`config.mk`:
```
export PLATFORM = sky130hd
export DESIGN_NAME = pipe_elastic
export DESIGN_NICKNAME = d
export VERILOG_FILES = /design/src/rtl/pipe_pkg.sv /design/src/rtl/pipe_stage.sv /design/src/rtl/pipe_elastic.sv
export SDC_FILE = /design/constraint.sdc
export NUM_CORES = 1
export LEC_CHECK = 0
export CAP_MARGIN = 20
export CORE_MARGIN = 3
export CORE_UTILIZATION = 43
export CTS_BUF_LIST = sky130_fd_sc_hd__clkbuf_2
export DETAILED_ROUTE_END_ITERATION = 8
export DONT_BUFFER_PORTS = 1
export PLACE_DENSITY = 0.59
export SYNTH_ARGS = -nofsm -noshare
export SYNTH_HDL_FRONTEND = slang
export SYNTH_HIERARCHICAL = 1
export SYNTH_SLANG_ARGS = --single-unit
```
`constraint.sdc`:
```
create_clock -name clk_i -period 7 [get_ports clk_i]
set_clock_uncertainty 0.05 [all_clocks]
set_input_delay 1.05 -clock clk_i [delete_from_list [all_inputs] [get_ports clk_i]]
set_output_delay 1.05 -clock clk_i [all_outputs]
set_load 0.02 [all_outputs]
```
`src/rtl/pipe_pkg.sv`:
```
// Shared pipeFlow types: per-stage arithmetic op selector and its helper function.
// Helpers work on a fixed maximum width; callers truncate to their own width (mod 2^WIDTH).
package pipe_pkg;

   typedef enum logic [1:0] {
      PIPE_OP_PASS,
      PIPE_OP_INC,
      PIPE_OP_DEC
   } pipe_op_e;

   localparam int unsigned PIPE_MAX_W = 64;

   function automatic logic [PIPE_MAX_W-1:0] pipe_apply_op(
      input pipe_op_e                op,
      input logic [PIPE_MAX_W-1:0]   data
   );
      logic [PIPE_MAX_W-1:0] res;
      case (op)
         PIPE_OP_INC: res = data + PIPE_MAX_W'(1);
         PIPE_OP_DEC: res = data - PIPE_MAX_W'(1);
         default:     res = data;
      endcase
      return res;
   endfunction

endpackage

```
`src/rtl/pipe_stage.sv`:
```
// One elastic register stage: holds a valid/data pair and advances when empty or when the
// downstream stage advances.
module pipe_stage
   import pipe_pkg::*;
#(
   parameter int unsigned WIDTH = 5,
   parameter pipe_op_e    OP    = PIPE_OP_INC
) (
   input  logic             clk_i,
   input  logic             reset_i,
   input  logic             flush_i,
   input  logic             up_valid_i,
   input  logic [WIDTH-1:0] up_data_i,
   input  logic             dn_adv_i,
   output logic             adv_o,
   output logic             valid_o,
   output logic [WIDTH-1:0] data_o
);

   logic             r_valid;
   logic [WIDTH-1:0] r_data;
   logic [WIDTH-1:0] w_next;

   assign adv_o  = !r_valid || dn_adv_i;
   assign w_next = WIDTH'(pipe_apply_op(OP, PIPE_MAX_W'(up_data_i)));

   // Data only loads with a valid beat, so the stage output holds while idle.
   always_ff @(posedge clk_i) begin
      if (!reset_i) begin
         r_valid <= 1'b0;
         r_data  <= '0;
      end else if (flush_i) begin
         r_valid <= 1'b0;
      end else if (adv_o) begin
         r_valid <= up_valid_i;
         if (up_valid_i) begin
            r_data <= w_next;
         end
      end
   end

   assign valid_o = r_valid;
   assign data_o  = r_data;

endmodule

```
`src/rtl/pipe_elastic.sv`:
```
// Elastic valid/ready pipeline of DEPTH op stages with synchronous flush and an occupancy count.
// The ready chain is combinational from pipe_out_rdy back to pipe_in_rdy, so it never bubbles.
module pipe_elastic
   import pipe_pkg::*;
#(
   parameter int unsigned WIDTH = 5,
   parameter int unsigned DEPTH = 4,
   parameter pipe_op_e    OP    = PIPE_OP_INC,
   localparam int unsigned OCC_W = $clog2(DEPTH + 1)
) (
   input  logic             clk_i,
   input  logic             reset_i,
   input  logic [WIDTH-1:0] input_val,
   input  logic             pipe_in_valid,
   output logic             pipe_in_rdy,
   input  logic             flush_i,
   output logic [WIDTH-1:0] output_val,
   output logic             pipe_out_valid,
   input  logic             pipe_out_rdy,
   output logic [OCC_W-1:0] occupancy_o
);

   logic [DEPTH-1:0] w_valid;
   logic [WIDTH-1:0] w_data [DEPTH];
   logic             w_adv0;
   logic             w_accept;
   logic             w_pop;
   logic [OCC_W-1:0] r_occ;
   logic [OCC_W-1:0] w_occ_d;

   // Each stage keeps its own adv scalar so the ready chain is not one self-dependent vector.
   for (genvar g = 0; g < DEPTH; g++) begin : g_stage
      logic             w_adv;
      logic             w_dn_adv;
      logic             w_up_valid;
      logic [WIDTH-1:0] w_up_data;

      if (g == 0) begin : g_head
         assign w_up_valid = w_accept;
         assign w_up_data  = input_val;
      end else begin : g_body
         assign w_up_valid = w_valid[g-1];
         assign w_up_data  = w_data[g-1];
      end

      if (g == DEPTH - 1) begin : g_tail
         assign w_dn_adv = pipe_out_rdy;
      end else begin : g_mid
         assign w_dn_adv = g_stage[g+1].w_adv;
      end

      pipe_stage #(
         .WIDTH (WIDTH),
         .OP    (OP)
      ) u_stage (
         .clk_i      (clk_i),
         .reset_i    (reset_i),
         .flush_i    (flush_i),
         .up_valid_i (w_up_valid),
         .up_data_i  (w_up_data),
         .dn_adv_i   (w_dn_adv),
         .adv_o      (w_adv),
         .valid_o    (w_valid[g]),
         .data_o     (w_data[g])
      );
   end

   assign w_adv0         = g_stage[0].w_adv;
   assign pipe_in_rdy    = w_adv0 && !flush_i && reset_i;
   assign w_accept       = pipe_in_valid && pipe_in_rdy;
   assign pipe_out_valid = w_valid[DEPTH-1] && !flush_i;
   assign w_pop          = pipe_out_valid && pipe_out_rdy;
   assign output_val     = w_data[DEPTH-1];

   always_comb begin
      w_occ_d = r_occ;
      case ({w_accept, w_pop})
         2'b10:   w_occ_d = r_occ + OCC_W'(1);
         2'b01:   w_occ_d = r_occ - OCC_W'(1);
         default: w_occ_d = r_occ;
      endcase
   end

   always_ff @(posedge clk_i) begin
      if (!reset_i) begin
         r_occ <= '0;
      end else if (flush_i) begin
         r_occ <= '0;
      end else begin
         r_occ <= w_occ_d;
      end
   end

   assign occupancy_o = r_occ;

endmodule
```
==> impl_metrics.json, run 1 <==
{
  "syn-num-nets": 160,
  "ioPinCount": 20,
  "yosysUniqueCellTypes": 21,
  "antenna_found_initial": 0,
  "diodes": 0,
  "grt_max_degree": 16,
  "cts-root-buf": "clkbuf_2",
  "vdd_drop_max_v": 0.00008012,
  "nets": 165,
  "grt_pass1_vias": 945,
  "initial_core_util_pct": 45.65,
  "timing.slew.headroom_pct": 69.73,
  "min_from": "g_stage[1].u_stage/data_o[1]$_SDFFE_PN0P_",
  "synth_area_um2": 1405,
  "cts_buffer_depth": 2,
  "cp-start-kind": "primary input",
  "routedWlPerCell_um": 12.97,
  "required_ns": 5.90,
  "drc": 0,
  "ys.flop_type": "dfxtp_1",
  "die_h_um": 63.17,
  "final_cells": 192,
  "min_period_over_period_pct": 47.42,
  "drv_slew": 0,
  "yosysWarnings": 6,
  "yosys-top-cells-count": "27 x dfxtp_1, 21 x a21oi_1, 16 x a211oi_2",
  "core_area_um2": 3078,
  "maxCapViolations": 0,
  "yosys.area.top_type": "dfxtp_1",
  "postRouteAntennaNets": 0,
  "port_buffers": 0,
  "setup_ws_ns": 3.681,
  "power_density_nw_per_um2": 156.0,
  "regToRegSetupSlack_ns": 4.42,
  "crit_arrival_ns": 2.22,
  "synth-seq-cells": 27,
  "cts-buffers-inserted": 3,
  "grt_pass1_wl_um": 4105,
  "setup_tns_ns": 0,
  "syn_inst": 144,
  "final_layout_size_suffix_gt1_share_pct": 24.32,
  "hold_buffers": 0,
  "synth_edf_count": 0,
  "row_count": 20,
  "dp.cells": 188,
  "clock.fmax_ghz": 0.3013,
  "clkLatencyLatePin_ns": 0.36,
  "postCtsResizedCells": 0,
  "setup_viol": 0,
  "hpwl_um": 1930,
  "path_clk_slew_ns": 0.23,
  "min_to": "g_stage[1].u_stage/data_o[1]$_SDFFE_PN0P_",
  "p_leak_uw": 0.0004810,
  "routed_via_density": 5.146,
  "grt_overflow": 0,
  "yosysSeqAreaShare_pct": 38.47,
  "grt_setup_unrepaired": "no",
  "ys_top_cells_by_area": "dfxtp_1 38%, a211oi_2 14%, a21oi_1 7.5%",
  "place.gp.congestion": 0.7998,
  "async_reset_ff_share_pct": 0,
  "r2r-end": "occupancy_o[2]$_SDFFE_PP0P_",
  "min_period_ns": 3.319,
  "worst_pin_slew_ns": 0.4531,
  "firstDrtPassIters": 2,
  "end_kind": "output pin",
  "cts_tree": "yes",
  "status": "finished clean",
  "timing.final.hold_violations": 0,
  "worstPathMaxFanout": 7,
  "vias": 988,
  "holdPathStages": 2,
  "yosysMostFrequentCell": "dfxtp_1",
  "reg2regPathDepth": 14,
  "dieArea_um2": 3990,
  "totalWireLength_um": 2491,
  "dp_slack_ns": 3.682,
  "hold_class": "reg -> reg",
  "yosys.area.top_type_share_pct": 38.47,
  "cts_setup_buffers": 0,
  "grt_use_total_pct": 12.81,
  "reg2reg_from": "g_stage[3].u_stage/valid_o$_SDFFE_PP0P_",
  "die_w_um": 63.17,
  "drt_iter0_drc": 38,
  "htreeDepth": 1,
  "path_class": "in -> out",
  "syn_avg_cell_area_um2": 9.758,
  "cts_sinks": 27,
  "syn2layout_area_growth_pct": 5.343
}
[kinds of logic (layout without fill, tap and decap cells)]
group / after synthesis / in the layout / share of synthesized area [%]
mux: 1 / 1 / 0.7124
simple gates: 45 / 45 / 20.30
buf+inv: 9 / 13 / 2.404
flops: 27 / 27 / 38.47
fa+ha+maj: 6 / 6 / 5.877
compound gates: 42 / 42 / 23.51
xor+xnor: 14 / 14 / 8.727
[power by group]
part / internal [uW] / switching [uW] / total, uW
clock: 12.9 / 45.7 / 58.7
combinational: 5.84 / 8.54 / 14.4
sequential: 156 / 1.91 / 158
total: 175 / 56.2 / 231
[metal layers]
| layer | wire, um | track usage (%) |
|---|---|---|
| met1 | 1158 | 14.99 |
| met2 | 1187 | 21.48 |
| met3 | 111 | 5.169 |
| met4 | 34 | 3.581 |
| met5 | 0 | 0 |
[per-stage QoR]
stage               cell area (um^2)  utilization (%)  hold WS [ns]  power [uW]
detailed placement              1460            47.44        0.4427       175.0
global route                    1480            48.09        0.4759       241.3
finish                          1480            48.09        0.4666       230.9
global placement                1460            47.44        0.4450       174.7
floorplan                       1405                -        0.4206       172.4
CTS                             1480            48.09        0.4691       232.8
[critical path, cell delays in order]
cell and delay [ns]:
nor2b_4 0.13, inv_2 0.09, nor2b_4 0.16, inv_2 0.09, nor2b_4 0.16, inv_2 0.09
nor2b_4 0.16, inv_2 0.09, and2_1 0.21
[state kept, by name, indices dropped and copies added (netlist names)]
register / cells
g_stage.u_stage/data_o: 20
g_stage.u_stage/valid_o: 4
occupancy_o: 3
[worst max path at each step]
stage / slack, ns / start / endpoint
final: 3.68 / pipe_out_rdy / pipe_in_rdy
after global routing: 3.59 / pipe_out_rdy / pipe_in_rdy
after CTS: 3.68 / pipe_out_rdy / pipe_in_rdy
after detailed placement: 3.68 / pipe_out_rdy / pipe_in_rdy
after global placement: 3.71 / pipe_out_rdy / pipe_in_rdy
after floorplan: 3.79 / pipe_out_rdy / pipe_in_rdy
[cell usage in the layout, fill, tap and decap left out, drive strengths merged, types with 2 or more instances in the layout]
cell and count:
xnor2 5, nor2b 6, nor3 4, o21ai 5
a211oi 16, a21oi 21, ha 5, nand3 13
xor2 9, and2 2, inv 9, nand2b 5
and2b 4, clkbuf 3, dfxtp 27, nor2 10
[cell type report]
type                       instances  area, um^2
multi-input combinational        108       830.8
fill                             293        1598
sequential                        27       540.5
clock inverter                     1       5.005
clock buffer                       3       15.01
inverter                           9       33.78
tap                               44       55.05
Power figures use the tool's default switching activity.
==> run 2: changes to the inputs <==
- clock period: 7 -> 3.36 ns (I/O delays scaled with it)
==> run 2 against run 1 <==
- hold slack worse by 0.33 ns
- largest power group unchanged
- power up 110%
- wire length up 2.4%
- flip-flop and latch count unchanged
- global-route usage up 1.5 points
- core utilization unchanged
==> impl_metrics.json, run 2 (synthesis gave the netlist of run 1 again) <==
{
  "whs_ns": 0.1363,
  "hpwl_um": 1995,
  "grt_pass1_vias": 1052,
  "largest_register_ff_count": 20,
  "hold_class": "in -> reg",
  "cts-buffers-inserted": 3,
  "cts_tree": "yes",
  "cts_sinks": 27,
  "dieArea_um2": 3990,
  "syn2layout_area_growth_pct": 5.343,
  "place.gp.congestion": 0.7413,
  "cpLargestDelayFamily": "simple AND/OR/NAND/NOR gates",
  "die_h_um": 63.17,
  "path_class": "reg -> reg",
  "drv_slew": 0,
  "ioPinCount": 20,
  "final_common_cell": "dfxtp_1",
  "diodes": 0,
  "setup_ws_ns": 0.8222,
  "nFillCells": 311,
  "grt_use_total_pct": 14.35,
  "die_w_um": 63.17,
  "slowest_delay_ns": 0.39,
  "setup_viol": 0,
  "ff_latch_area_um2": 540.5,
  "routedWlPerCell_um": 13.28,
  "cts_buffer_depth": 2,
  "grt_setup_unrepaired": "no",
  "grt_overflow": 0,
  "final_layout_size_suffix_gt1_share_pct": 24.32,
  "routed_via_density": 5.255,
  "setup_tns_ns": 0,
  "power_density_nw_per_um2": 323.7,
  "clkLatencyLatePin_ns": 0.35,
  "mostFrequentLayoutCells": "27 x dfxtp_1, 21 x a21oi_1, 16 x a211oi_2",
  "path_clk_slew_ns": 0.23,
  "drc": 0,
  "cp_num_buf_inv": 4,
  "p_total_uw": 479.2,
  "grt_max_degree": 16,
  "nets": 165,
  "postCtsResizedCells": 0,
  "postRouteAntennaNets": 0,
  "drt_iter0_drc": 36,
  "cp-start-kind": "flip-flop",
  "vias": 1009,
  "worstPathMaxFanout": 7,
  "multi_input_area_um2": 830.8,
  "htreeDepth": 1,
  "firstDrtPassIters": 4,
  "grt_pass1_wl_um": 4574,
  "vdd_drop_max_v": 0.0001795,
  "row_count": 20,
  "worst_pin_slew_ns": 0.4300,
  "min_period_ns": 2.538,
  "totalWireLength_um": 2550,
  "clock.fmax_ghz": 0.3940,
  "initial_core_util_pct": 45.65,
  "cts_setup_buffers": 0,
  "required_ns": 3.62,
  "cts-root-buf": "clkbuf_2",
  "maxCapViolations": 0,
  "port_buffers": 0,
  "timing.final.hold_violations": 0,
  "crit_chain": "nor2b_4, inv_2, nor2b_4, inv_2, nor2b_4, inv_2, nor2b_4, inv_2, nand3_1, ha_1, fa_1, xnor2_1, or3_1, a21oi_1",
  "crit_arrival_ns": 2.79,
  "core_area_um2": 3078,
  "antenna_found_initial": 0,
  "hold_buffers": 0,
  "timing.slew.headroom_pct": 71.27,
  "cp_slowest_cell": "fa_1",
  "min_period_over_period_pct": 75.53,
  "status": "finished clean",
  "p_leak_uw": 0.0004812,
  "dp_slack_ns": 0.7258,
  "end_kind": "flip-flop"
}
[run 2: where the power goes]
group,internal [uW],switching [uW]
Clock,31.4,89.4
Sequential,325,3.95
Combinational,12.0,17.7
Total,368,111
[run 2: layout make-up]
cell class	count	share of cell area, %
well taps	44	3.719
inverters	9	2.282
clock buffers	4	1.352
flip-flops and latches	27	36.52
multi-input cells	108	56.13
[run 2: worst paths after layout]
check        slack [ns]                                      start                                        end  depth (start not counted)
max reg2reg        0.82    g_stage[3].u_stage/valid_o$_SDFFE_PP0P_                occupancy_o[2]$_SDFFE_PP0P_                         14
min                0.14                                    flush_i    g_stage[3].u_stage/valid_o$_SDFFE_PP0P_                          1
max                0.82    g_stage[3].u_stage/valid_o$_SDFFE_PP0P_                occupancy_o[2]$_SDFFE_PP0P_                         14
min reg2reg        0.48  g_stage[2].u_stage/data_o[1]$_SDFFE_PN0P_  g_stage[2].u_stage/data_o[1]$_SDFFE_PN0P_                          2
[run 2: worst register-to-register path, stage by stage, from the launching register on]
cell     delay [ns]
dfxtp_1        0.36
nor2b_4        0.13
inv_2          0.11
nor2b_4        0.07
inv_2          0.11
nor2b_4        0.06
inv_2          0.11
nor2b_4        0.06
inv_2          0.10
nand3_1        0.11
ha_1           0.25
fa_1           0.39
xnor2_1        0.14
or3_1          0.30
a21oi_1        0.14
[run 2: through the flow]
step | cells | utilization (%) | instance area [um^2]
6_report | 192 | 48.09 | 1480
5_1_grt | 192 | 48.09 | 1480
4_1_cts | 192 | 48.09 | 1480
3_5_place_dp | 188 | 47.44 | 1460
3_3_place_gp | 188 | 47.44 | 1460
2_1_floorplan | 144 | - | 1405
[run 2: metal layers]
metal	vias to the layer above	global-route usage [%]	part of all wire, %
met2	12	24.64	50
met4	0	4.132	1.1
met3	4	4.635	3.6
met1	476	16.98	45
li1	517	-	-
met5	-	0	0
==> run 3: changes to the inputs <==
- PLACE_DENSITY: 0.59 -> 0.61
- clock period: 3.36 -> 2.2 ns (I/O delays scaled with it)
==> run 3 against run 2 <==
- die area stayed put
- critical path depth stayed put
- first-iteration DRC count increased by 2.8%
- design area is 9.8% higher
- core utilization grew 4.7 points
- combinational power is 73% higher
- power up 54%
- non-clock buffer count is 14 higher
- sequential share of layout area is 3.2 points lower
- largest cell class unchanged
==> impl_metrics.json, run 3 (synthesis gave the netlist of run 1 again) <==
{
  "status": "finished clean",
  "cts-buffers-inserted": 3,
  "grt_overflow": 0,
  "maxCapViolations": 0,
  "drv_slew": 0,
  "clkLatencyLatePin_ns": 0.35,
  "crit_top_cell": "nor2b_4",
  "cts_buffer_depth": 2,
  "end_kind": "flip-flop",
  "drt_iter0_drc": 37,
  "cts_tree": "yes",
  "firstDrtPassIters": 4,
  "port_buffers": 0,
  "cts_sinks": 27,
  "cp_num_buf_inv": 4,
  "slowest_delay_ns": 0.37,
  "initial_core_util_pct": 45.65,
  "grt_max_degree": 16,
  "cpLargestDelayFamily": "simple AND/OR/NAND/NOR gates",
  "crit_arrival_ns": 2.43,
  "min_period_over_period_pct": 98.70,
  "crit_chain": "nor2b_4, inv_2, nor2b_4, inv_2, nor2b_4, inv_2, nor2b_4, inv_4, nand3_4, ha_4, fa_2, xnor2_1, or3_1, a21oi_2",
  "syn2layout_area_growth_pct": 15.67,
  "setup_viol": 0,
  "p_sw_uw": 177.7,
  "routed_via_density": 5.175,
  "mostFrequentLayoutCells": "26 x dfxtp_1, 20 x a21oi_1, 16 x a211oi_2",
  "power_frac_seq_pct": 68.1,
  "cts-root-buf": "clkbuf_2",
  "die_w_um": 63.17,
  "cp-start-kind": "flip-flop",
  "power_density_nw_per_um2": 453.7,
  "clock.fmax_ghz": 0.4605,
  "die_h_um": 63.17,
  "whs_ns": 0.09294,
  "vdd_drop_max_v": 0.0002099,
  "min_period_ns": 2.171,
  "cp_slowest_cell": "dfxtp_2",
  "antenna_found_initial": 0,
  "diodes": 0,
  "timing.slew.headroom_pct": 76.81,
  "ioPinCount": 20,
  "pwr-share-comb_pct": 7.0,
  "row_count": 20,
  "worstPathMaxFanout": 3,
  "setup_tns_ns": 0,
  "final_layout_size_suffix_gt1_share_pct": 32.72,
  "core_area_um2": 3078,
  "path_class": "reg -> reg",
  "htreeDepth": 1,
  "p_int_uw": 559.6,
  "vias": 1066,
  "grt_pass1_wl_um": 4560,
  "drc": 0,
  "hold_class": "in -> reg",
  "worst_pin_slew_ns": 0.3474,
  "routedWlPerCell_um": 12.64,
  "placed_cell_area_um2": 1525,
  "design_area_um2": 1625,
  "p_clk_share_pct": 24.9,
  "final_common_cell": "dfxtp_1",
  "grt_setup_unrepaired": "yes",
  "regToRegSetupSlack_ns": 0.03,
  "place.gp.congestion": 0.7901,
  "nets": 179,
  "switching_share_pct": 24.10,
  "p_leak_uw": 0.0005493,
  "timing.final.hold_violations": 0,
  "grt_use_total_pct": 13.87,
  "grt_pass1_vias": 1085,
  "totalWireLength_um": 2603,
  "p_total_uw": 737.3,
  "postRouteAntennaNets": 0,
  "path_clk_slew_ns": 0.25,
  "required_ns": 2.46,
  "hpwl_um": 2002,
  "dieArea_um2": 3990,
  "largest_register_ff_count": 20
}
run 3: worst reg2reg max path, delay by kind of cell, from the launching register on:
| kind | cells | cell delay, ns |
|---|---|---|
| fa+ha+maj | 2 | 0.50 |
| flops | 1 | 0.37 |
| compound gates | 1 | 0.12 |
| simple gates | 6 | 0.69 |
| xor+xnor | 1 | 0.14 |
| buf+inv | 4 | 0.27 |
run 3: layout make-up:
class	instances	area, um^2
clock buffers	3	15.01
clock inverters	1	5.005
fillers	296	1453
inverters	9	36.28
multi-input cells	108	862.1
flip-flops and latches	27	541.8
well taps	44	55.05
repair buffers	14	110.1
run 3: worst paths after layout:
path / from / end / cells after the start
worst max-delay path: g_stage[3].u_stage/valid_o$_SDFFE_PP0P_ / occupancy_o[2]$_SDFFE_PP0P_ / 14
worst min-delay path: reset_i / occupancy_o[2]$_SDFFE_PP0P_ / 2
worst max register to register: g_stage[3].u_stage/valid_o$_SDFFE_PP0P_ / occupancy_o[2]$_SDFFE_PP0P_ / 14
worst min register to register: g_stage[2].u_stage/data_o[1]$_SDFFE_PN0P_ / g_stage[2].u_stage/data_o[1]$_SDFFE_PN0P_ / 2
run 3: per-layer routing:
| metal | up-vias | share of wire [%] | track usage (%) |
|---|---|---|---|
| met5 | - | 0 | 0 |
| li1 | 552 | - | - |
| met2 | 13 | 48 | 23.72 |
| met3 | 2 | 3.4 | 3.387 |
| met1 | 499 | 49 | 17.46 |
| met4 | 0 | 0.42 | 3.306 |
run 3: per-stage QoR:
step	setup slack, ns	cells	utilization [%]
2_1_floorplan	0.003508	144	-
3_3_place_gp	0.1008	194	49.55
3_5_place_dp	-0.007727	194	49.55
4_1_cts	0.003401	201	51.46
5_1_grt	-0.1012	206	52.80
6_report	0.02859	206	52.80
run 3: repair_timing:
action	in CTS	in global routing
endpoints found under the hold margin	5	0
pin swaps	0	1
endpoints found under the setup margin	2	3
hold buffers	2	0
gates resized for setup	3	1
buffers inserted	1	5
run 3: power groups by stage:
stage / clock, uW / combinational, uW / sequential [uW]
final: 183 / 51.5 / 502
after global routing: 215 / 57.2 / 504
after CTS: 193 / 51.9 / 503
after detailed placement: 0 / 46.5 / 512
after global placement: 0 / 45.3 / 511
after floorplan: 0 / 40.0 / 510
